===== config.mk =====
export PLATFORM = sky130hd
export DESIGN_NAME = daq_request_queue
export DESIGN_NICKNAME = d
export VERILOG_FILES = /design/src/rtl/daq_request_queue.sv
export SDC_FILE = /design/constraint.sdc
export NUM_CORES = 1
export LEC_CHECK = 0
export CAP_MARGIN = 20
export CORE_MARGIN = 4
export CORE_UTILIZATION = 60
export CTS_CLUSTER_DIAMETER = 40
export DETAILED_ROUTE_END_ITERATION = 8
export PLACE_DENSITY = 0.91
export SLEW_MARGIN = 10
export SYNTH_ARGS = -nofsm -noshare
export SYNTH_HDL_FRONTEND = slang
export SYNTH_SLANG_ARGS = --single-unit

===== constraint.sdc =====
create_clock -name wb_clk -period 11.4 [get_ports wb_clk]
set_input_delay 1.14 -clock wb_clk [delete_from_list [all_inputs] [get_ports wb_clk]]
set_output_delay 1.14 -clock wb_clk [all_outputs]
set_load 0.02 [all_outputs]

===== src/rtl/daq_request_queue.sv =====
// daq_request_queue
//
// Collects one-cycle sample strobes from NUM_CH channels and turns them into
// write requests for a downstream DAQ file state machine.
//   - Each channel has a one-word holding register with a pending flag.
//   - A round-robin arbiter moves one pending word per cycle into a DEPTH-entry
//     request FIFO as {file number, sample word}.
//   - A dispatch FSM pops the FIFO head and handshakes it out with
//     file_write / file_active.
//   - A sample that arrives while its holding register is still occupied is
//     dropped, which sets a sticky per-channel flag and bumps a saturating
//     counter.
//
// Ports
//   wb_clk          clock, all logic on the rising edge
//   wb_rst          synchronous active-high reset
//   ch_valid        per-channel one-cycle sample strobe
//   ch_data         sample words, channel i in bits [32i+31:32i]
//   overflow_clear  one-cycle clear of ch_overflow and drop_count
//   file_active     downstream state machine busy with a file transaction
//   file_num        file number of the request being issued
//   file_write      write request to the downstream state machine
//   file_read       always 0
//   file_write_data sample word of the request being issued
//   ch_overflow     sticky per-channel drop flags
//   drop_count      saturating count of dropped samples
//   fifo_level      current request FIFO occupancy
//   busy            anything pending, queued or in flight
module daq_request_queue #(
  parameter int         NUM_CH    = 4,
  parameter int         DEPTH     = 8,
  parameter logic [7:0] FILE_BASE = 8'h00,
  parameter bit         DEBUG     = 1'b0
) (
  input  logic                     wb_clk,
  input  logic                     wb_rst,
  input  logic [NUM_CH-1:0]        ch_valid,
  input  logic [NUM_CH*32-1:0]     ch_data,
  input  logic                     overflow_clear,
  input  logic                     file_active,
  output logic [7:0]               file_num,
  output logic                     file_write,
  output logic                     file_read,
  output logic [31:0]              file_write_data,
  output logic [NUM_CH-1:0]        ch_overflow,
  output logic [15:0]              drop_count,
  output logic [$clog2(DEPTH):0]   fifo_level,
  output logic                     busy
);

  localparam int AW = $clog2(DEPTH);
  localparam int PW = (NUM_CH > 1) ? $clog2(NUM_CH) : 1;
  localparam logic [AW:0] FULL_LVL = (AW+1)'(DEPTH);

  typedef enum logic [1:0] {IDLE, ISSUE, WAIT_DONE} state_t;

  state_t            state;
  logic [NUM_CH-1:0] pending;
  logic [31:0]       hold [NUM_CH];
  logic [PW-1:0]     rr_ptr;
  logic [39:0]       mem [DEPTH];
  logic [AW-1:0]     wr_ptr;
  logic [AW-1:0]     rd_ptr;
  logic [AW:0]       count;

  logic              grant_any;
  logic [PW-1:0]     grant_idx;
  logic [NUM_CH-1:0] grant_vec;
  logic              push;
  logic              pop;
  logic [NUM_CH-1:0] drop_vec;
  logic [3:0]        drop_n;
  logic [16:0]       drop_sum;
  logic [PW:0]       cand_sum;
  logic [PW-1:0]     cand;

  // Debug hooks are simulation-only and intentionally have no logic here.
  if (DEBUG) begin : g_debug
  end

  // Round-robin search: the first pending channel at or after rr_ptr,
  // wrapping modulo NUM_CH (NUM_CH need not be a power of two).
  always_comb begin
    grant_any = 1'b0;
    grant_idx = '0;
    cand_sum  = '0;
    cand      = '0;
    for (int k = 0; k < NUM_CH; k++) begin
      cand_sum = {1'b0, rr_ptr} + (PW+1)'(k);
      if (cand_sum >= (PW+1)'(NUM_CH))
        cand_sum = cand_sum - (PW+1)'(NUM_CH);
      cand = cand_sum[PW-1:0];
      if (!grant_any && pending[cand]) begin
        grant_any = 1'b1;
        grant_idx = cand;
      end
    end
    push      = grant_any && (count != FULL_LVL);
    grant_vec = '0;
    if (push)
      grant_vec[grant_idx] = 1'b1;
    pop = (state == IDLE) && (count != '0) && !file_active;
  end

  // A strobe is dropped only when the holding register stays occupied through
  // this edge; a granted channel frees its register in time for a new word.
  always_comb begin
    drop_vec = ch_valid & pending & ~grant_vec;
    drop_n   = '0;
    for (int i = 0; i < NUM_CH; i++)
      drop_n = drop_n + 4'(drop_vec[i]);
    drop_sum = (overflow_clear ? 17'd0 : 17'(drop_count)) + 17'(drop_n);
  end

  // Per-channel capture, overflow bookkeeping and arbiter pointer.
  always_ff @(posedge wb_clk) begin
    if (wb_rst) begin
      pending     <= '0;
      ch_overflow <= '0;
      drop_count  <= '0;
      rr_ptr      <= '0;
      for (int i = 0; i < NUM_CH; i++)
        hold[i] <= '0;
    end else begin
      for (int i = 0; i < NUM_CH; i++) begin
        if (ch_valid[i] && (!pending[i] || grant_vec[i])) begin
          hold[i]    <= ch_data[32*i +: 32];
          pending[i] <= 1'b1;
        end else if (grant_vec[i]) begin
          pending[i] <= 1'b0;
        end
      end
      ch_overflow <= (overflow_clear ? '0 : ch_overflow) | drop_vec;
      drop_count  <= drop_sum[16] ? 16'hFFFF : drop_sum[15:0];
      if (push)
        rr_ptr <= (grant_idx == PW'(NUM_CH-1)) ? '0 : grant_idx + PW'(1);
    end
  end

  // Request storage; contents are don't-care while the slot is empty.
  always_ff @(posedge wb_clk) begin
    if (push)
      mem[wr_ptr] <= {FILE_BASE + 8'(grant_idx), hold[grant_idx]};
  end

  // FIFO pointers and occupancy. Push and pop on the same edge cancel out.
  always_ff @(posedge wb_clk) begin
    if (wb_rst) begin
      wr_ptr <= '0;
      rd_ptr <= '0;
      count  <= '0;
    end else begin
      if (push)
        wr_ptr <= wr_ptr + AW'(1);
      if (pop)
        rd_ptr <= rd_ptr + AW'(1);
      if (push && !pop)
        count <= count + (AW+1)'(1);
      else if (pop && !push)
        count <= count - (AW+1)'(1);
    end
  end

  // Dispatch FSM. file_num/file_write_data are only loaded on a pop, so they
  // keep the last issued request while idle or waiting.
  always_ff @(posedge wb_clk) begin
    if (wb_rst) begin
      state           <= IDLE;
      file_write      <= 1'b0;
      file_num        <= '0;
      file_write_data <= '0;
    end else begin
      case (state)
        IDLE: begin
          if (pop) begin
            file_num        <= mem[rd_ptr][39:32];
            file_write_data <= mem[rd_ptr][31:0];
            file_write      <= 1'b1;
            state           <= ISSUE;
          end
        end
        ISSUE: begin
          if (file_active) begin
            file_write <= 1'b0;
            state      <= WAIT_DONE;
          end
        end
        WAIT_DONE: begin
          if (!file_active)
            state <= IDLE;
        end
        default: begin
          file_write <= 1'b0;
          state      <= IDLE;
        end
      endcase
    end
  end

  assign file_read  = 1'b0;
  assign fifo_level = count;
  assign busy       = (|pending) || (count != '0) || (state != IDLE);

endmodule


==> flow_summary.json, run 1 <==
{
  "n_fill_cell": 1789,
  "numCtsBuffers": 48,
  "endpoint_kind": "flip-flop",
  "hold_class": "flip-flop to flip-flop",
  "synth_edf_count": 400,
  "ys_seq_area_share_pct": 70.1,
  "hold_depth": 2,
  "fin_crit_sh_pct": 41.9,
  "dieWidth_um": 187,
  "syn_inst": 1154,
  "tightest_slew_ns": 1.05,
  "drt_wl_total_mm": 43.9,
  "pre_cts_ws_ns": 6.70,
  "worstHoldStart": "rd_ptr[1]$_SDFFE_PP0P_",
  "track_usage_pct": 25.1,
  "dp_hpwl_mm": 26.1,
  "maxSlewHeadroom_pct": 29.8,
  "io_pins": 203,
  "areaGrowthSynthToFinish_pct": 20.0,
  "die_h_um": 187,
  "power.density_nw_per_um2": 220,
  "synth_top_area_share_pct": 62.5,
  "grt_pass1_wl_mm": 67.1,
  "cts-hold-fix-buffers": 0,
  "post-route-drc-count": 0,
  "grt_max_degree": 73,
  "synth_area_leaders": "edfxtp_1 (62%), mux4_2 (8.0%), dfxtp_1 (7.6%)",
  "ys_seq_elements": 473,
  "run_status": "complete, no violations",
  "drv_slew": 0,
  "io_buffers": 195,
  "cap_violations": 0,
  "crit_arrival_ns": 5.26,
  "ys.flop_type": "edfxtp_1",
  "clk_pin_slew_worst_paths_ns": 0.07,
  "rsz0062_at_grt": "false",
  "whs_endpoint": "rd_ptr[1]$_SDFFE_PP0P_",
  "clk_path_buf_depth": 3,
  "gp_congestion": 0.864,
  "yosysWarnings": 0,
  "path_class": "flip-flop to flip-flop",
  "overflow": 0,
  "fin_ws_ns": 6.62,
  "fmax_ghz": 0.209,
  "start_util_pct": 60.9,
  "r2r-end": "drop_count[7]$_SDFF_PP0_",
  "antenna_found_initial": 0,
  "post_cts_buffers": 0,
  "reg2regPathDepth": 14,
  "postSynthAreaPerCell_um2": 16.7,
  "num_antenna_cells": 0,
  "htreeDepth": 2,
  "cts-resized-gates": 0,
  "clkPwrFrac_pct": 30.0,
  "clk_latency_ns": 0.57,
  "setup_violations": 0,
  "combPwrFrac_pct": 23.0,
  "cts.sinks": 473,
  "synth_area_leader_cell": "edfxtp_1",
  "drtIter0Drc": 1175,
  "vdd_drop_max_v": 0.000148,
  "ys_types": 60,
  "dr.pass1.iters": 5,
  "p_sw_uw": 1450,
  "rrSetupSlack_ns": 6.62,
  "root_buffer": "clkbuf_16",
  "critPathMaxFanout": 42,
  "post_drt_wl_per_cell_um": 24.5,
  "cts_tree": "built",
  "synth.most_common_cell": "edfxtp_1",
  "cp.required_ns": 11.88,
  "drive_gt1_share_pct": 13.6,
  "drtAntennaViolNets": 0,
  "post-route-min-period_ns": 4.78,
  "first_global_vias": 11300,
  "async_flop_share_pct": 0,
  "setup-tns-final_ns": 0,
  "synth_common_cells": "edfxtp_1 (400), mux2i_1 (131), dfxtp_1 (73), and3_1 (69), mux4_2 (68)",
  "synth_area_um2": 19200,
  "start_kind": "flip-flop",
  "final_net_count": 1501,
  "rr_startpoint": "pending[1]$_SDFFE_PP0P_",
  "die-area_um2": 35000,
  "viasPerCell": 6.12,
  "rows": 65,
  "fin_skew_ns": 0.0298,
  "p_sw_share_pct": 28.7,
  "num_vias": 11000,
  "core_um2": 31600,
  "hold_viol_final": 0,
  "p_leak_uw": 0.00824,
  "p_int_uw": 3620,
  "pwr-share-seq_pct": 47.0
}
critical path: stages, from the launching register on:
cell and delay (ns):
dfxtp_1 0.47, inv_1 0.13, a21oi_1 0.35, o221a_4 0.79
o31ai_4 0.12, buf_4 0.26, or2_2 0.33, fa_1 0.40
inv_1 0.08, fa_1 0.19, nand3_1 0.18, nor4_4 0.46
nand4_1 0.51, a21boi_0 0.28, nor2_1 0.11
per-stage QoR:
step / area [um2] / hold WS, ns / total power, uW / util, % / std cells
3_5_place_dp: 21500 / 0.453 / 3560 / 68.3 / 1706
4_1_cts: 23100 / 0.477 / 5090 / 73.1 / 1794
3_3_place_gp: 21500 / 0.443 / 3490 / 68.3 / 1706
2_1_floorplan: 19200 / 0.488 / 3140 / - / 1160
5_1_grt: 23100 / 0.522 / 5270 / 73.1 / 1794
6_report: 23100 / 0.480 / 5070 / 73.1 / 1794
sequential cells by signal, indices dropped and copies added (netlist names):
signal           cells
ch_overflow          4
wr_ptr               3
pending              4
fifo_level           4
mem                272
rd_ptr               3
rr_ptr               2
hold               128
state                2
file_num             2
drop_count          16
file_write           1
file_write_data     32
logic make-up (layout without fill, tap and decap cells):
logic type	count (synthesis)	count (layout)	share of synthesized area (%)
multiplexers	199	199	14.8
buffers and inverters	96	328	2.52
XOR/XNOR	15	15	0.684
flip-flops	473	473	70.1
AND/OR/NAND/NOR	232	232	7.13
AO/OA/AOI/OAI	127	127	3.88
other	1	7	0.0195
adder cells (fa/ha/maj)	11	11	0.872
power by group through the flow:
stage	sequential (uW)	clock, uW	combinational [uW]
after floorplan	2410	0	734
after global placement	2390	0	1100
after detailed placement	2410	0	1140
after CTS	2390	1530	1170
after global routing	2410	1610	1250
final	2380	1520	1170
cell type report:
class / count / area, um2 / share of cell area, %
clock buffer: 55 / 1230 / 5.32
inverter: 19 / 72.6 / 0.315
sequential: 473 / 13500 / 58.5
clock inverter: 33 / 293 / 1.27
timing repair buffer: 221 / 2150 / 9.31
multi-input combinational: 591 / 5340 / 23.1
tap: 402 / 503 / 2.18
worst max-delay path by stage:
stage,start,end,slack [ns],cells after the start
3_3_place_gp,ch_valid[0],drop_count[5]$_SDFF_PP0_,6.75,13
4_1_cts,rr_ptr[0]$_SDFFE_PP0P_,drop_count[7]$_SDFF_PP0_,6.76,14
3_5_place_dp,ch_valid[0],drop_count[7]$_SDFF_PP0_,6.70,13
6_report,pending[1]$_SDFFE_PP0P_,drop_count[7]$_SDFF_PP0_,6.62,14
5_1_grt,pending[1]$_SDFFE_PP0P_,drop_count[7]$_SDFF_PP0_,6.26,14
2_1_floorplan,fifo_level[0]$_SDFFE_PP0P_,mem[0][0]$_DFFE_PP_,6.46,4
metal layers:
layer / GRT usage (%) / part of all wire (%) / vias up
met5: 0 / 0 / -
met4: 6.09 / 2.2 / 0
met3: 4.80 / 9.2 / 84
met2: 43.3 / 51 / 606
met1: 33.5 / 38 / 5442
li1: - / - / 4839
placed cells by master (no fill, tap or decap), drive strengths merged, types with 3 or more instances in the layout:
cell type        n
xnor2            9
clkdlybuf4s50  195
a21oi           54
conb             7
nand2           17
dfxtp           73
nor2b            8
ha               7
o21a             3
mux2i          131
a21boi           4
a21o             3
and2            66
or2              3
o21ai           46
nor3             8
clkinv          24
nand2b           4
inv             23
xor2             6
mux4            68
buf             26
edfxtp         400
nor4             9
o31ai            3
clkbuf          55
bufinv           4
nand3            6
nor2            31
and3            69
fa               4
Power figures use the tool's default switching activity.
==> run 2, diff against run 1 <==
--- a/config.mk
+++ b/config.mk
@@ -7,10 +7,10 @@
 export LEC_CHECK = 0
 export CAP_MARGIN = 20
 export CORE_MARGIN = 4
-export CORE_UTILIZATION = 60
+export CORE_UTILIZATION = 51
 export CTS_CLUSTER_DIAMETER = 40
 export DETAILED_ROUTE_END_ITERATION = 8
-export PLACE_DENSITY = 0.91
+export PLACE_DENSITY = 0.83
 export SLEW_MARGIN = 10
 export SYNTH_ARGS = -nofsm -noshare
 export SYNTH_HDL_FRONTEND = slang
==> constraint.sdc (replaced) <==
create_clock -name wb_clk -period 4 [get_ports wb_clk]
set_input_delay 0.4 -clock wb_clk [delete_from_list [all_inputs] [get_ports wb_clk]]
set_output_delay 0.4 -clock wb_clk [all_outputs]
set_load 0.02 [all_outputs]
==> run 2 against run 1 <==
Effect of this change: wire length down 1.8%; first-iteration DRC count down 10%; fmax up 24%; sequential share of layout area down 1.2 points; hold slack better by 0.0029 ns; total power rose to 2.9 times the previous value; utilization down 9.2 points; sequential power rose to 2.8 times the previous value; cell count up 6.9%; global-route usage down 4.3 points; flip-flop and latch count unchanged; via count up 0.47%; largest cell class unchanged.
==> flow_summary.json, run 2 (synthesis results as in run 1) <==
{
  "post-route-min-period_ns": 3.84,
  "max_stage_delay_ns": 0.49,
  "cts_tree": "built",
  "root_buffer": "clkbuf_16",
  "grt_pass1_wl_mm": 66.3,
  "post_drt_wl_per_cell_um": 22.5,
  "gr-usage-met1_pct": 29.6,
  "crit_chain": "and2b_2, o21ai_4, o221a_2, ha_1, inv_1, o21a_1, and2_1, fa_1, inv_1, fa_2, inv_2, fa_2, nand3_4, nor4_4, nand4_1, buf_6, a21boi_0, nor2_1",
  "run_status": "complete, no violations",
  "hold_class": "flip-flop to flip-flop",
  "post-route-drc-count": 0,
  "drt_wl_total_mm": 43.1,
  "num_antenna_cells": 0,
  "critPathMaxFanout": 7,
  "final_net_count": 1521,
  "cp.required_ns": 4.50,
  "maxSlewHeadroom_pct": 33.1,
  "viasPerCell": 5.75,
  "dp_hpwl_mm": 26.6,
  "cap_violations": 0,
  "cp-startpoint": "rr_ptr[0]$_SDFFE_PP0P_",
  "tightest_slew_ns": 0.976,
  "track_usage_pct": 20.8,
  "overflow": 0,
  "dr.pass1.iters": 7,
  "io_pins": 203,
  "fin_cells": 1918,
  "drtIter0Drc": 1056,
  "io_buffers": 195,
  "areaGrowthSynthToFinish_pct": 22.5,
  "fin_ws_ns": 0.158,
  "numCtsBuffers": 48,
  "num_vias": 11000,
  "cts-hold-fix-buffers": 0,
  "setup_violations": 0,
  "worstHoldStart": "file_write$_SDFFE_PP0P_",
  "fin_skew_ns": 0.0341,
  "die-area_um2": 40900,
  "top_usage_layer": "met2",
  "clk_pin_slew_worst_paths_ns": 0.06,
  "grt_use_met3_pct": 3.03,
  "start_util_pct": 52.1,
  "antenna_found_initial": 0,
  "first_global_vias": 11300,
  "die_h_um": 202,
  "hold_viol_final": 0,
  "endpoint_kind": "flip-flop",
  "clk_path_buf_depth": 3,
  "fin_crit_sh_pct": 96.1,
  "worst-path-buf-inv": 4,
  "start_kind": "flip-flop",
  "pre_cts_ws_ns": -0.0415,
  "crit_arrival_ns": 4.34,
  "most-common-layout-cells": "edfxtp_1 (400), clkdlybuf4s50_1 (195), mux2i_1 (131), and3_1 (69)",
  "gp_congestion": 0.832,
  "final_common_cell": "edfxtp_1",
  "htreeDepth": 2,
  "slowest_stage": "fa_1",
  "drv_slew": 0,
  "clk_latency_ns": 0.56,
  "largest_reg_flops": 272,
  "cts.sinks": 473,
  "met2_usage_pct": 34.6,
  "fmax_ghz": 0.260,
  "dp_cells": 1822,
  "regMostFlops": "mem",
  "dieWidth_um": 202,
  "rows": 70,
  "path_class": "flip-flop to flip-flop",
  "drive_gt1_share_pct": 16.0,
  "vdd_drop_max_v": 0.000387,
  "p_leak_uw": 0.00838,
  "rr_startpoint": "rr_ptr[0]$_SDFFE_PP0P_",
  "reg_top3": "mem: 272 flops, hold: 128 flops, file_write_data: 32 flops",
  "drtAntennaViolNets": 0,
  "grt_max_degree": 72,
  "core_um2": 36900,
  "cpLargestDelayFamily": "adder cells",
  "power.density_nw_per_um2": 620
}
-- run 2: worst paths after layout --
kind / end / slack, ns / cells past startpoint
max: drop_count[7]$_SDFF_PP0_ / 0.16 / 18
max reg2reg: drop_count[7]$_SDFF_PP0_ / 0.16 / 18
min reg2reg: file_write$_SDFFE_PP0P_ / 0.48 / 2
min: file_write$_SDFFE_PP0P_ / 0.48 / 2
-- run 2: tightest hold or removal path, stage by stage (launching register included) --
cell	delay, ns
dfxtp_1	0.32
nand2_1	0.06
a21oi_1	0.05
-- run 2: through the flow --
step / TNS [ns] / hold WS (ns) / total power (uW) / area, um2 / util (%)
floorplan: -4.76 / 0.479 / 8950 / 19300 / -
global placement: 0 / 0.463 / 10100 / 21900 / 59.3
detailed placement: -0.0907 / 0.476 / 10200 / 21900 / 59.3
CTS: 0 / 0.479 / 14700 / 23500 / 63.7
global route: -0.0150 / 0.486 / 15200 / 23600 / 63.9
finish: 0 / 0.483 / 14600 / 23600 / 63.9
-- run 2: cell type report --
| type | instances | area [um2] |
|---|---|---|
| clock inverter | 24 | 241 |
| inverter | 19 | 72.6 |
| clock buffer | 66 | 1340 |
| timing repair buffer | 241 | 2370 |
| tap | 504 | 631 |
| multi-input combinational | 591 | 5410 |
| sequential | 473 | 13500 |
| fill | 2504 | 13300 |
-- run 2: metal layers --
layer  routed length, um  part of all wire, %
met1               17700                   41
met3                3380                  7.8
met2               21200                   49
met4                 815                  1.9
met5                   0                    0
-- run 2: what timing repair did --
action	in CTS	in global routing
gates cloned	0	1
setup buffers	1	3
resized for setup	2	10
endpoints found under the setup margin	11	16
pin swaps	1	6
-- run 2: power by group --
| group | internal [uW] | switching (uW) |
|---|---|---|
| logic | 1500 | 1930 |
| clock network | 2570 | 1840 |
| registers | 6400 | 350 |
==> run 3, diff against run 2 <==
--- a/config.mk
+++ b/config.mk
@@ -9,8 +9,11 @@
 export CORE_MARGIN = 4
 export CORE_UTILIZATION = 51
 export CTS_CLUSTER_DIAMETER = 40
+export CTS_CLUSTER_SIZE = 20
 export DETAILED_ROUTE_END_ITERATION = 8
+export GPL_TIMING_DRIVEN = 0
 export PLACE_DENSITY = 0.83
+export REMOVE_ABC_BUFFERS = 1
 export SLEW_MARGIN = 10
 export SYNTH_ARGS = -nofsm -noshare
 export SYNTH_HDL_FRONTEND = slang
==> run 3 against run 2 <==
Effect of this change: the flow now finishes with violations (negative setup slack); sequential power up 0.7%; hold slack got worse by 0.26 ns; count of clock-buffer cells in the layout down 3; total power grew 3.9%; fmax shrank 7.6%.
==> flow_summary.json, run 3 (synthesis results as in run 1) <==
{
  "run_status": "finished, violations left",
  "violations": "negative setup slack",
  "drive_gt1_share_pct": 19.3,
  "start_util_pct": 52.1,
  "reg_top3": "mem: 272 flops, hold: 128 flops, file_write_data: 32 flops",
  "core_um2": 36900,
  "drtIter0Drc": 930,
  "htreeDepth": 2,
  "first_global_vias": 11900,
  "fin_area_um2": 24300,
  "rows": 70,
  "cap_violations": 0,
  "io_pins": 203,
  "dp_cells": 1827,
  "setup_violations": 13,
  "path_class": "flip-flop to flip-flop",
  "post_drt_wl_per_cell_um": 24.3,
  "fin_skew_ns": 0.0312,
  "critPathMaxFanout": 10,
  "hold_class": "input port to flip-flop",
  "cts.sinks": 473,
  "num_vias": 11200,
  "start_kind": "flip-flop",
  "most-common-layout-cells": "edfxtp_1 (400), clkdlybuf4s50_1 (194), mux2i_1 (131), and3_1 (69), mux4_2 (68)",
  "dr.pass1.iters": 5,
  "hold_viol_final": 0,
  "reg2regPathDepth": 18,
  "grt_pass1_wl_mm": 69.6,
  "tightest_slew_ns": 0.906,
  "dieWidth_um": 202,
  "cts_tree": "built",
  "grt_max_degree": 43,
  "areaGrowthSynthToFinish_pct": 26.5,
  "clk_path_buf_depth": 3,
  "clk_pin_slew_worst_paths_ns": 0.06,
  "final_common_cell": "edfxtp_1",
  "fin_cells": 1947,
  "root_buffer": "clkbuf_16",
  "final_net_count": 1546,
  "hold_depth": 2,
  "drtAntennaViolNets": 0,
  "numCtsBuffers": 53,
  "pre_cts_ws_ns": -0.844,
  "clk_latency_ns": 0.58,
  "drt_wl_total_mm": 47.3,
  "dp_hpwl_mm": 29.3,
  "regMostFlops": "mem",
  "overflow": 0,
  "num_antenna_cells": 0,
  "endpoint_kind": "flip-flop",
  "die_h_um": 202,
  "power.density_nw_per_um2": 624,
  "fin_ws_ns": -0.158,
  "p_total_uw": 15200,
  "maxSlewHeadroom_pct": 39.6,
  "crit_arrival_ns": 4.67,
  "io_buffers": 195,
  "viasPerCell": 5.75,
  "vdd_drop_max_v": 0.000382,
  "gp_congestion": 0.790,
  "p_leak_uw": 0.00869,
  "rsz0062_at_grt": "true",
  "post-route-min-period_ns": 4.16,
  "hold-worst-slack_ns": 0.225,
  "fin_crit_sh_pct": 104,
  "largest_reg_flops": 272,
  "antenna_found_initial": 0,
  "drv_slew": 0,
  "cp.required_ns": 4.51,
  "placed_cell_area_um2": 22200,
  "fmax_ghz": 0.240,
  "die-area_um2": 40900,
  "track_usage_pct": 22.0,
  "post-route-drc-count": 0
}
==> run 3: cell types whose count changed in the layout (fill, tap and decap cells not counted), sizes merged, moves of 2 or more <==
cell | previous run | this run
buf | 46 | 65
inv | 22 | 35
o221a | 2 | 4
clkinv | 15 | 13
clkinvlp | 3 | 5
clkbuf | 66 | 63
==> run 3: per-stage QoR <==
step / util, % / TNS (ns)
after floorplan: - / -41.41
after global placement: 58.1 / -914.14
after detailed placement: 60.3 / -10.66
after CTS: 65.4 / 0
after global routing: 65.9 / -2.51
final: 65.9 / -0.979
==> run 3: final timing paths <==
check / from / to / slack [ns]
worst min register to register: ch_overflow[0]$_SDFF_PP0_ / ch_overflow[0]$_SDFF_PP0_ / 0.49
worst max-delay path: pending[3]$_SDFFE_PP0P_ / drop_count[1]$_SDFF_PP0_ / -0.16
worst min-delay path: wb_rst / drop_count[3]$_SDFF_PP0_ / 0.22
worst max register to register: pending[3]$_SDFFE_PP0P_ / drop_count[1]$_SDFF_PP0_ / -0.16
==> run 3: cell type report <==
class                           instances  area (um2)
Multi-Input combinational cell        593        5540
Fill cell                            2419       12600
Clock buffer                           63        1390
Inverter                               19        73.8
Timing Repair Buffer                  259        2800
Tap cell                              504         631
Sequential cell                       473       13500
Clock inverter                         36         379
==> run 3: per-layer routing <==
metal / track usage (%) / vias to the layer above / routed length, um
li1: - / 4956 / -
met1: 29.3 / 5684 / 19100
met2: 37.9 / 462 / 24100
met3: 4.04 / 92 / 3130
met4: 5.38 / 0 / 1010
met5: 0 / - / 0
==> run 3: report_power, final <==
group	internal [uW]	total (uW)	switching, uW	leakage [uW]
Combinational	1650	3560	1910	0.00332
Sequential	6390	6800	409	0.00452
Clock	2710	4800	2100	0.000847
Total	10700	15200	4420	0.00869
==> run 3: timing repair <==
| item | CTS | global route |
|---|---|---|
| hold buffers | 0 | 0 |
| setup endpoints to repair | 16 | 16 |
| pin swaps | 4 | 17 |
| setup buffers | 7 | 12 |
| cloned | 1 | 2 |
| resized for setup | 10 | 26 |
==> run 3: worst max-delay path: stages, from the launching register on <==
cell and delay [ns]:
dfxtp_2 0.55, nor2b_1 0.13, o21ai_4 0.20, o221a_4 0.24, ha_4 0.13, inv_2 0.04, o21a_1 0.19, and2_4 0.17
fa_1 0.54, inv_2 0.05, fa_2 0.36, inv_2 0.08, fa_2 0.24, nand3_4 0.10, nor4_4 0.36, nand4_1 0.23
buf_6 0.21, buf_4 0.13, a21oi_2 0.13
